--- src/rtl/alu32_issue_queue.sv ---
// alu32_issue_queue: FIFO issue stage feeding alu32, with a registered valid/ready result slot.
// Define ALU32_ISSUE_BYPASS_EN to send a command straight to the ALU when the queue is empty.
module alu32_issue_queue #(
    parameter int DEPTH = 4,
    parameter int AW    = 2
) (
    input  logic          clk,
    input  logic          reset,
    input  logic          in_valid,
    output logic          in_ready,
    input  logic [3:0]    in_op,
    input  logic [31:0]   in_a,
    input  logic [31:0]   in_b,
    output logic [31:0]   alu_a,
    output logic [31:0]   alu_b,
    output logic [3:0]    alu_op,
    input  logic [31:0]   alu_result,
    output logic          out_valid,
    input  logic          out_ready,
    output logic [31:0]   out_result,
    output logic [3:0]    out_op,
    output logic [AW:0]   count
);
    logic [3:0]    op_mem [DEPTH];
    logic [31:0]   a_mem  [DEPTH];
    logic [31:0]   b_mem  [DEPTH];
    logic [AW-1:0] rd_ptr, wr_ptr;
    logic          empty, push, issue, byp, wr, load;
    assign empty    = count == '0;
    assign in_ready = count != (AW+1)'(DEPTH);
    assign push     = in_valid & in_ready;
    assign issue    = !empty & (!out_valid | out_ready);
`ifdef ALU32_ISSUE_BYPASS_EN
    assign byp = empty & in_valid & (!out_valid | out_ready);
`else
    assign byp = 1'b0;
`endif
    assign wr   = push & !byp;
    assign load = issue | byp;
    always_comb begin
        alu_a  = byp ? in_a  : empty ? '0 : a_mem[rd_ptr];
        alu_b  = byp ? in_b  : empty ? '0 : b_mem[rd_ptr];
        alu_op = byp ? in_op : empty ? '0 : op_mem[rd_ptr];
    end
    always_ff @(posedge clk) begin
        if (wr) begin
            op_mem[wr_ptr] <= in_op;
            a_mem[wr_ptr]  <= in_a;
            b_mem[wr_ptr]  <= in_b;
        end
    end
    // Pointers wrap naturally since DEPTH is a power of two.
    always_ff @(posedge clk or posedge reset) begin
        if (reset) begin
            rd_ptr     <= '0;
            wr_ptr     <= '0;
            count      <= '0;
            out_valid  <= 1'b0;
            out_result <= '0;
            out_op     <= '0;
        end else begin
            if (wr) wr_ptr <= wr_ptr + 1'b1;
            if (issue) rd_ptr <= rd_ptr + 1'b1;
            count <= count + (AW+1)'(wr) - (AW+1)'(issue);
            if (load) begin
                out_valid  <= 1'b1;
                out_result <= alu_result;
                out_op     <= alu_op;
            end else if (out_valid & out_ready) begin
                out_valid <= 1'b0;
            end
        end
    end
endmodule

--- config.mk ---
export PLATFORM = sky130hd
export DESIGN_NAME = alu32_issue_queue
export DESIGN_NICKNAME = d
export VERILOG_FILES = /design/src/rtl/alu32_issue_queue.sv
export SDC_FILE = /design/constraint.sdc
export NUM_CORES = 1
export LEC_CHECK = 0
export BUFFER_PORTS_ARGS = -buffer_cell sky130_fd_sc_hd__buf_2
export CORE_MARGIN = 2
export CORE_UTILIZATION = 35
export DETAILED_ROUTE_END_ITERATION = 8
export PLACE_DENSITY = 0.63
export SYNTH_ARGS = -nofsm -noshare
export SYNTH_HDL_FRONTEND = slang
export SYNTH_SLANG_ARGS = --single-unit
--- constraint.sdc ---
create_clock -name clk -period 3.1 [get_ports clk]
set_clock_uncertainty 0.05 [all_clocks]
set_input_delay 0.62 -clock clk [delete_from_list [all_inputs] [get_ports clk]]
set_output_delay 0.62 -clock clk [all_outputs]
set_load 0.01 [all_outputs]
Word level (Yosys, flattened, before mapping)

Memories as Yosys holds them, arrays and structs flattened.
Cells that the tools add are included.

Reductions and logical operators: 4
Bitwise logic cells: 4
Equality and inequality tests: 1
Multiplexer cells: 7
Add/subtract/negate cells: 4

Operators by type and width:

| kind                  | count |
|---|---|
| $mux W32              | 2 |
| $add A2 B1 Y2 const B | 2 |
| $mux W1               | 4 |
| $mux W4               | 1 |
| $add A3 B1 Y3         | 1 |
| $and A1 B1 Y1         | 3 |
| $logic_not A3 Y1      | 1 |
| $ne A3 B3 Y1 const B  | 1 |
| $sub A3 B1 Y3         | 1 |
| $logic_not A1 Y1      | 2 |
| $reduce_bool A2 Y1    | 1 |
| $or A1 B1 Y1          | 1 |

Bits in registers: 44
Memories: 3
Output and inout port bits: 109
Memory bits (writable): 272

Memory list:

| name   | words | width | read ports | clocked after Yosys merged registers in | wr ports | RTL line | source |
|---|---|---|---|---|---|---|---|
| a_mem  | 4     | 32    | 1          | 0                                       | 1        | 25       | `logic [31:0] a_mem [DEPTH];` |
| b_mem  | 4     | 32    | 1          | 0                                       | 1        | 26       | `logic [31:0] b_mem [DEPTH];` |
| op_mem | 4     | 4     | 1          | 0                                       | 1        | 24       | `logic [3:0] op_mem [DEPTH];` |

Depth between registers and ports, before layout

Gate-level depths: netlist of run 1.

Depth after elaboration: 4
Gate-level depth with buffers: 11
Mapped depth without buffers: 10

Worst setup path before layout of run 1

OpenSTA, ideal clock, no wires.

Kind: register to register
From: reg count[1]
To: mem a_mem[0][0], enable pin
Stages on the path, launching flop included: 3
Setup slack: 169 ps
Setup time: 434 ps
Arrival: 2447 ps
Period minus slack after synthesis: 2931 ps
Cells stage by stage: dfrtp_1 > or3b_1 > and3_1

Word-level cells in the longest chain between the ends: 4

RTL lines:

| element                       | RTL line | source |
|---|---|---|
| from (decl)                   | 22       | `output logic [AW:0] count` |
| from (signal assigned)        | 64       | `count <= count + (AW+1)'(wr) - (AW+1)'(issue);` |
| $ne A3 B3 Y1                  | 30       | `assign in_ready = count != (AW+1)'(DEPTH);` |
| named net in_ready            | 10       | `output logic in_ready,` |
| $and A1 B1 Y1                 | 31       | `assign push = in_valid & in_ready;` |
| $mux W1                       | 46       | `if (wr) begin` |
| $mux W1 (implied by the code) | 48       | `a_mem[wr_ptr] <= in_a;` |
| to (decl)                     | 25       |  |

The timed path passes the listed nets, and every way through them passes these cells.

Worst setup path in the final report of run 1

From: reg rd_ptr[1]
To: out alu_a[29]

Word-level cells in the longest chain between the ends: 2

RTL lines:

| element                | RTL line | source |
|---|---|---|
| from (decl)            | 27       | `logic [AW-1:0] rd_ptr, wr_ptr;` |
| from (signal assigned) | 63       | `if (issue) rd_ptr <= rd_ptr + 1'b1;` |
| $mem_v2 Z4 W32         | -        |  |
| $mux W32               | 41       | `alu_a = byp ? in_a : empty ? '0 : a_mem[rd_ptr];` |
| to (decl)              | 14       | `output logic [31:0] alu_a,` |

Every way passes these cells.

==> metrics.md, run 1 <==
| Metric | Value |
|---|---|
| Worst r2r dst | count[2] |
| Net count after synthesis | 657 |
| Worst Reg-to-Reg Cells | 10 |
| Finished Layout Cells | ~1300 |
| Maxcap violations | 0 |
| Max transition margin | 61.2% |
| Ys flop type | edfxtp_1 |
| CTS buffer count | 36 |
| EDFF count, synth | roughly 270 |
| Reg-to-Reg Start | count[1] |
| DR iter-0 viols | 264 |
| Io pins | 213 |
| Max rail drop VDD | between 0.5 and 0.6 mV |
| Fill count | 2988 |
| Critical Path End Type | primary output |
| Post-Syn Instances | 546 |
| Synth Cell Area | 12100 µm² |
| Die width | 190 µm |
| RSZ-0062 raised after global routing | no |
| Post-route cell area | 15000 µm² |
| Multi-input gate area | 2690 µm² |
| Vias/cell | ~4.7 |
| Starting Density | around 35% |
| Final Cycle Share | around 93% |
| Final wirelength | ~24000 µm |
| Most frequent cells in the layout | edfxtp_1, buf_2, mux4_2, nor2b_1, dfrtp_1 |
| Global route total overflow | 0 |
| Share of layout cells above drive strength 1 | 48.6% |
| Placed cell count | 1205 |
| Lkg Pwr | 5.50 nW |
| Max Freq | 0.348 GHz |
| Netlist cell types | 23 |
| Synth-to-Final Area Change | 23.7% |
| Most common cell after layout, fill and taps aside | edfxtp_1 |
| R2r setup slk | 0.60 ns |
| Vias in the first global route | 6437 |
| Final Hold Slack | 0.0886 ns |
| Core Rows | 68 |
| Initial antenna violation count | 3 |
| Dominant cells by area after synthesis | edfxtp_1, mux4_2, dfrtp_1 |
| Die area | ~36000 µm² |
| Seq/Total Area, Yosys | between 70% and 80% |
| Vias | around 5900 |
| Core area | ~34000 µm² |
| Sequential cell area | 9280 µm² |
| HPWL after DPL | 14900 µm |
| Crit start category | flip-flop |
| Mean post-synth cell area | approximately 22 µm² |
| Largest net degree at the start of global routing | 69 |
| DRT antenna net count | 0 |
| Final setup viols | 0 |
| Power Density | 1000 nW/µm² |
| Buffers on Ports | 212 |
| Antenna cell count | 0 |
| Max FO, Critical Path | 24 |
| WL/cell | 19.1 µm |
| Worst min-delay path category | input pin to async pin |
| # nets final | about 900 |
| Clock sinks | 316 |
| All-layer global routing usage | roughly 14% |
| Critical Path AT | 2.21 ns |
| Synthesized flop and latch total | ~320 |
| TNS Setup | 0 ns |
| Status | finished clean |
| Worst Tran Pin Value | around 0.58 ns |
| CTS tree | done |
| Tmin final | 2.88 ns |
| Drt drc | 0 |
| GP Congestion | 0.696 |
| Placed cell areas | roughly 14000 µm² |
| Post-synth top area share | 67.4% |
| Max clock buf depth | 3 |
| Worst-path clk slew | roughly 0.060 ns |
| Pwr Total | 15.1 mW |
| Die Y | around 190 µm |
| Pre-antenna DRT Iters | 7 |
| Largest area contributor in the netlist | edfxtp_1 |
| First-pass GRT wire length | ~37000 µm |
| Yosys warning total | 0 |
| Final slew viol count | 0 |
| H-tree lvl count | 2 |
| Crit Path Class | flip-flop to primary output |
| CP required | 2.43 ns |
| FFs w/ async S/R, synth | 13.9% |
| Clk_lat worst skew | 0.52 ns |
| CTS root buffer | clkbuf_16 |
| Final Hold Fails | 0 |
worst max-delay path, stage by stage, from the launching register on:
cell and delay, ns:
dfrtp_4 0.72, buf_4 0.30, mux4_2 0.32, nor2b_1 0.16
buf_2 0.17
Yosys cell counts, types with 4 or more instances:
library cell	instances
xnor2_1	4
ha_1	6
dfrtp_1	44
nor2b_1	68
mux2_2	18
edfxtp_1	272
and3_1	4
mux4_2	68
buf_6	5
buf_2	10
inv_1	7
clkbuf_1	11
mux2_4	19
stage by stage:
stage / utilization (%) / worst slack, ns
2_1_floorplan: - / 0.169
3_3_place_gp: 40.5 / 0.609
3_5_place_dp: 40.5 / 0.586
4_1_cts: 43.7 / 0.0248
5_1_grt: 43.7 / 0.113
6_report: 43.7 / 0.224
registers in the layout, indices dropped and copies added, names as in the netlist:
register and count:
out_op 4, rd_ptr 2, b_mem 128, wr_ptr 2, count 3, a_mem 128
out_valid 1, out_result 32, op_mem 16
routing by layer:
layer | routed length (µm) | vias up | track usage, %
met5 | 7 | - | 0
li1 | - | 2670 | -
met4 | 627 | 2 | 5.25
met3 | 1540 | 46 | 3.73
met2 | 11500 | 189 | 22.4
met1 | 10500 | 3041 | 17.4
worst max path at each step:
| stage | from | to | slack (ns) | depth (start not counted) |
|---|---|---|---|---|
| after global routing | rd_ptr[1] | alu_a[24] | 0.11 | 4 |
| after detailed placement | count[1] | count[2] | 0.59 | 10 |
| after floorplan | count[1] | a_mem[0][0] | 0.17 | 2 |
| final | rd_ptr[1] | alu_a[29] | 0.22 | 4 |
| after CTS | rd_ptr[0] | alu_a[6] | 0.02 | 4 |
| after global placement | count[1] | count[2] | 0.61 | 10 |
report_power, final:
part	leakage (nW)	internal (mW)	switching, mW	total [mW]
Combinational	1.96	2.48	2.54	5.03
Sequential	3.00	5.68	0.389	6.07
Clock	0.539	2.36	1.60	3.96
final cells by class:
| type | count | area share (%) |
|---|---|---|
| clock buffer | 43 | 6.40 |
| sequential | 316 | 61.9 |
| timing repair buffer | 233 | 8.80 |
| multi-input combinational | 196 | 18.0 |
| inverter | 7 | 0.175 |
| clock inverter | 18 | 0.960 |
| tap | 455 | 3.80 |
cell families after synthesis:
kind of cell             count (synthesis)  share of synthesized area (%)
buffers and inverters                   34                           1.50
multiplexers                           105                           16.7
XOR/XNOR                                 5                          0.361
AND/OR/NAND/NOR                         79                           4.21
adder cells (fa/ha/maj)                  7                          0.785
flip-flops                             316                           76.5
timing repair:
| action | CTS | global route |
|---|---|---|
| resized for setup | 0 | 0 |
| buffers inserted | 0 | 2 |
| setup endpoints to repair | 0 | 46 |
| hold buffers | 0 | 0 |
Power figures use the tool's default switching activity.
==> run 2: changes to the inputs <==
--- a/config.mk
+++ b/config.mk
@@ -6,10 +6,12 @@
 export NUM_CORES = 1
 export LEC_CHECK = 0
 export BUFFER_PORTS_ARGS = -buffer_cell sky130_fd_sc_hd__buf_2
+export CAP_MARGIN = 20
 export CORE_MARGIN = 2
 export CORE_UTILIZATION = 35
 export DETAILED_ROUTE_END_ITERATION = 8
 export PLACE_DENSITY = 0.63
+export REMOVE_ABC_BUFFERS = 1
 export SYNTH_ARGS = -nofsm -noshare
 export SYNTH_HDL_FRONTEND = slang
 export SYNTH_SLANG_ARGS = --single-unit
==> run 2 against run 1 <==
  * Register-to-register slack worse by 0.03 ns
  * Cell count down 0.16%
  * First-iteration DRC count down 20%
  * Critical path type unchanged
  * Largest power group unchanged
  * Highest routed layer unchanged
==> metrics.md, run 2 (synthesis gave the netlist of run 1 again) <==
| Metric | Value |
|---|---|
| Met2 WL | 11600 µm (+0.67%) |
| Buffers on Ports | 212 (unchanged) |
| Final wirelength | 24100 µm (-0.49%) |
| Largest net degree at the start of global routing | 71 (+2.9%) |
| Die area | 36100 µm² (unchanged) |
| Starting Density | 35.3% (unchanged) |
| CTS root buffer | clkbuf_16 |
| Post-route cell area | 15000 µm² (+0.40%) |
| Hold_buf cts | 0 (unchanged) |
| Fin util | 43.9% (+0.18 points) |
| Vias in the first global route | 6211 (-3.5%) |
| Antenna cell count | 0 (unchanged) |
| Drt drc | 0 (unchanged) |
| Most common cell after layout, fill and taps aside | edfxtp_1 |
| First-pass GRT wire length | 36200 µm (-2.5%) |
| Max FO, Critical Path | 11 (-54%) |
| Critical Path AT | 2.26 ns (+0.05 ns) |
| Tmin final | 2.93 ns (+0.0508 ns) |
| Worst min-delay path category | input pin to async pin |
| Global route total overflow | 0 (unchanged) |
| Placed cell areas | 13900 µm² (-0.13%) |
| Largest registers | a_mem: 128 flops, b_mem: 128 flops, out_result: 32 flops |
| Final slew viol count | 0 (unchanged) |
| Initial antenna violation count | 1 (-2) |
| Clock sinks | 316 (unchanged) |
| CTS tree | done |
| GP Congestion | 0.695 (-0.10%) |
| Max Freq | 0.342 GHz (-1.7%) |
| Fill count | 2940 (-1.6%) |
| Core area | 34300 µm² (unchanged) |
| DR top layer | met5 |
| Die width | 190 µm (unchanged) |
| Max rail drop VDD | 0.545 mV (-4.2%) |
| Maxcap violations | 0 (unchanged) |
| RSZ-0062 raised after global routing | no |
| CTS buffer count | 37 (+2.8%) |
| Wire length on met1 | 10000 µm (-4.4%) |
| R2r setup slk | 0.57 ns (-0.03 ns) |
| WL/cell | 19.0 µm (-0.33%) |
| Worst r2r dst | count[2] |
| Vias | 5912 (-0.61%) |
| Max clock buf depth | 3 (unchanged) |
| Die Y | 190 µm (unchanged) |
| Max transition margin | 54.3% (-7.0 points) |
| CP required | 2.43 ns (about the same) |
| HPWL after DPL | 14200 µm (-4.7%) |
| Status | finished clean |
| Pre-antenna DRT Iters | 4 (-3) |
| Resize count post-CTS | 0 (unchanged) |
| Io pins | 213 (unchanged) |
| Worst Reg-to-Reg Cells | 10 (unchanged) |
| H-tree lvl count | 2 (unchanged) |
| Crit start category | flip-flop |
| DRT antenna net count | 0 (unchanged) |
| DR WL met3 | 1860 µm (+20%) |
| Final Cycle Share | 94.4% (+1.6 points) |
| Clk_lat worst skew | 0.50 ns (-0.02 ns) |
| Pwr Total | 15.3 mW (+1.4%) |
| Power Density | 1010 nW/µm² (+1.0%) |
| DR iter-0 viols | 210 (-20%) |
| Synth-to-Final Area Change | 24.2% |
| Lkg Pwr | 5.53 nW (+0.56%) |
| Final Hold Fails | 0 (unchanged) |
| Worst Tran Pin Value | 0.685 ns (+0.104 ns) |
| # nets final | 896 (-0.55%) |
| Reg-to-Reg Start | count[1] |
| Postcts setup bufs | 0 (unchanged) |
| Vias/cell | 4.67 (-0.45%) |
| Core Rows | 68 (unchanged) |
| All-layer global routing usage | 13.3% (-0.42 points) |
| Crit Path Class | flip-flop to primary output |
| Worst-path clk slew | 0.06 ns (about the same) |
| Most frequent cells in the layout | edfxtp_1, buf_2, mux4_2, nor2b_1, dfrtp_1 |
| Critical Path End Type | primary output |
| Final setup viols | 0 (unchanged) |
| Share of layout cells above drive strength 1 | 49.1% (+0.49 points) |
## run 2: power by group
part | internal (mW) | switching, mW | total (mW)
sequential | 5.68 | 0.319 | 6.00
combinational | 2.47 | 2.59 | 5.06
clock | 2.58 | 1.63 | 4.21
## run 2: area by class of cell
cell class	instances	area, µm²	area share (%)
inverter	7	26.3	0.175
multi-input combinational	196	2690	17.9
sequential	316	9280	61.6
clock buffer	44	1010	6.74
timing repair buffer	227	1290	8.55
tap	455	569	3.78
clock inverter	21	180	1.20
## run 2: metrics by stage
step                TNS (ns)  hold slack [ns]  instances  setup slack [ns]
floorplan             -86.26            0.485        519             -1.15
global placement           0            0.435       1201             0.606
detailed placement         0            0.441       1201             0.557
CTS                        0            0.178       1266             0.101
global route               0            0.222       1266            0.0378
finish                     0            0.173       1266             0.173
## run 2: how the worst max path moves through the flow
stage,startpoint,slack (ns),to,depth (start not counted)
floorplan,rd_ptr[0],-1.15,alu_op[0],2
global placement,count[1],0.61,count[2],10
detailed placement,count[1],0.56,count[2],10
CTS,rd_ptr[0],0.10,alu_a[16],4
global route,rd_ptr[0],0.04,alu_a[17],4
finish,rd_ptr[0],0.17,alu_a[16],4
## run 2: per-layer routing
layer,vias up,global-route usage [%]
met5,-,0
met4,2,4.08
met3,48,4.00
met2,197,22.2
met1,3014,16.6
li1,2651,-
## run 2: critical path, cell delays in order, from the launching register on
cell,delay (ns)
dfrtp_4,0.58
buf_4,0.31
mux4_2,0.56
nor2b_1,0.14
buf_2,0.15
==> run 3: changes to the inputs <==
==> constraint.sdc (replaced) <==
create_clock -name clk -period 3.8 [get_ports clk]
set_clock_uncertainty 0.05 [all_clocks]
set_input_delay 0.76 -clock clk [delete_from_list [all_inputs] [get_ports clk]]
set_output_delay 0.76 -clock clk [all_outputs]
set_load 0.01 [all_outputs]
==> run 3 against run 2 <==
  * Sequential share of layout area is 0.48 points higher
  * Sequential power fell by 17%
  * Die area is the same
  * Clock power is 21% lower
  * Core utilization down 0.34 points
  * Hold slack improved by 0.23 ns
  * Critical path depth unchanged
  * Non-clock buffer count fell by 4
  * Cell count fell by 0.63%
  * Global-route usage grew 0.41 points
  * Register-to-register slack improved by 0.68 ns
  * Design area down 0.76%
  * Critical path type unchanged
  * Largest power group unchanged
  * Highest routed layer is now met4
==> metrics.md, run 3 (synthesis gave the netlist of run 1 again) <==
| Metric | Value |
|---|---|
| Final setup viols | 0 (unchanged) |
| R2r setup slk | 1.25 ns (+0.68 ns) |
| Max clock buf depth | 3 (unchanged) |
| Power Density | 824 nW/µm² (-19%) |
| All-layer global routing usage | 13.7% (+0.41 points) |
| Final slew viol count | 0 (unchanged) |
| Post-route cell area | 14900 µm² (-0.76%) |
| Crit Path Class | flip-flop to primary output |
| Initial antenna violation count | 1 (unchanged) |
| Fill count | 2979 (+1.3%) |
| Max rail drop VDD | 0.461 mV (-15%) |
| Sequential cell area | 9280 µm² (unchanged) |
| Crit-path cells | buf_12, mux4_2, nor2b_1, buf_2 |
| Worst min-delay path category | input pin to flip-flop |
| Buffers on Ports | 212 (unchanged) |
| Crit-path max cell delay | 0.68 ns (+0.10 ns) |
| Clock sinks | 316 (unchanged) |
| Most frequent cells in the layout | edfxtp_1, buf_2, mux4_2, nor2b_1, dfrtp_1 |
| CTS tree | done |
| Clock network power share | 27.0% (-0.6 points) |
| DRT antenna net count | 0 (unchanged) |
| Placed cell count | 1197 (-0.33%) |
| Final wirelength | 24600 µm (+2.3%) |
| Clk_lat worst skew | 0.51 ns (about the same) |
| Most common cell after layout, fill and taps aside | edfxtp_1 |
| Share of layout cells above drive strength 1 | 48.1% (-0.95 points) |
| Die area | 36100 µm² (unchanged) |
| Worst-path clk slew | 0.06 ns (about the same) |
| Io pins | 213 (unchanged) |
| Max transition margin | 37.3% (-17 points) |
| Delay-heaviest family, CP | flip-flops |
| # nets final | 890 (-0.67%) |
| Critical path buffers and inverters | 2 (unchanged) |
| Crit start category | flip-flop |
| Die Y | 190 µm (unchanged) |
| WL/cell | 19.6 µm (+3.0%) |
| Share of power burned in registers | 40.4% (+1.1 points) |
| Core area | 34300 µm² (unchanged) |
| H-tree lvl count | 2 (unchanged) |
| Fin util | 43.5% (-0.34 points) |
| Gate power share | 32.7% (-0.4 points) |
| Synth-to-Final Area Change | 23.2% |
| Largest net degree at the start of global routing | 45 (-37%) |
| Critical Path AT | 2.40 ns (+0.14 ns) |
| Vias in the first global route | 6354 (+2.3%) |
| Starting Density | 35.3% (unchanged) |
| Sw power | 3.70 mW (-19%) |
| Global route total overflow | 0 (unchanged) |
| Sw frac | 30.0% (+0.27 points) |
| Tmin final | 3.21 ns |
| Largest registers | a_mem: 128 flops, b_mem: 128 flops, out_result: 32 flops |
| Pwr Total | 12.3 mW (-19%) |
| First-pass GRT wire length | 37100 µm (+2.5%) |
| GP Congestion | 0.708 (+1.8%) |
| Vias/cell | 4.71 (+0.79%) |
| Multi-input gate area | 2690 µm² (unchanged) |
| HPWL after DPL | 15000 µm (+5.7%) |
| Status | finished clean |
| Finished Layout Cells | 1258 (-0.63%) |
| Pre-antenna DRT Iters | 4 (unchanged) |
| Maxcap violations | 0 (unchanged) |
| Internal Power | 8.61 mW (-20%) |
| Critical Path End Type | primary output |
| Place WS | 1.07 ns (+0.517 ns) |
| Slowest CP cell | dfrtp_4 |
| Final Hold Fails | 0 (unchanged) |
| Hold_buf cts | 0 (unchanged) |
| Vias | 5921 (+0.15%) |
| CTS buffer count | 35 (-5.4%) |
| DR iter-0 viols | 327 (+56%) |
| Max Freq | 0.311 GHz |
| Max FO, Critical Path | 31 (+20) |
| Die width | 190 µm (unchanged) |
| Postcts setup bufs | 0 (unchanged) |
| Fin worst setup slack | 0.586 ns (+0.413 ns) |
| Core Rows | 68 (unchanged) |
| CTS root buffer | clkbuf_16 |
| Worst Tran Pin Value | 0.940 ns (+0.255 ns) |
| Placed cell areas | 13800 µm² (-0.40%) |
| CP required | 2.99 ns (+0.56 ns) |
| Drt drc | 0 (unchanged) |
| RSZ-0062 raised after global routing | no |
| Lkg Pwr | 5.46 nW (-1.2%) |
| Final Cycle Share | a little over four fifths |
| Resize count post-CTS | 0 (unchanged) |
## run 3: cell count changes in the layout (fill, tap and decap cells not counted), sizes merged
cell    before  now
diode        0    1
clkinv      17   10
bufinv       3    2
clkbuf      44   47
buf        227  223
## run 3: worst register-to-register path: stages, from the launching register on
cell and delay [ns]:
dfrtp_1 0.47, or3b_1 0.50, and2_4 0.22, inv_1 0.05
ha_1 0.22, inv_1 0.06, ha_1 0.13, inv_1 0.05
fa_1 0.40, xnor2_1 0.15, xnor2_1 0.13
## run 3: area by class of cell
type | count | share of cell area (%)
flip-flops and latches | 316 | 62.1
clock inverters | 13 | 0.779
clock buffers | 47 | 6.80
diodes | 1 | 0.0168
well taps | 455 | 3.81
multi-input cells | 196 | 18.0
repair buffers | 223 | 8.25
inverters | 7 | 0.176
## run 3: final timing paths
kind	endpoint	from	depth (start not counted)
min in group asynchronous	rd_ptr[0]	reset	2
worst max-delay path	alu_b[25]	rd_ptr[0]	4
worst max register to register	count[2]	count[1]	10
max in group asynchronous	rd_ptr[1]	reset	2
worst min-delay path	a_mem[0][6]	in_a[6]	1
worst min register to register	out_result[5]	out_result[5]	1
## run 3: per-layer routing
layer / vias to the layer above / wire (µm) / share of wire [%] / global-route usage, %
li1: 2636 / - / - / -
met1: 3033 / 10400 / 42 / 17.1
met2: 208 / 11800 / 48 / 22.6
met3: 44 / 1830 / 7.4 / 4.19
met4: 0 / 605 / 2.5 / 4.89
met5: - / 0 / 0 / 0
## run 3: per-stage QoR
| step | hold slack (ns) | setup TNS (ns) |
|---|---|---|
| finish | 0.400 | 0 |
| global route | 0.381 | 0 |
| CTS | 0.371 | 0 |
| detailed placement | 0.438 | 0 |
| global placement | 0.435 | 0 |
| floorplan | 0.485 | -39.48 |
## run 3: power groups by stage
stage,Sequential [mW],Combinational (mW),Clock [mW]
after detailed placement,5.06,4.12,0
final,4.97,4.02,3.32
after floorplan,5.26,2.33,0
after CTS,4.99,4.14,3.42
after global routing,5.06,4.38,3.55
after global placement,5.03,4.12,0
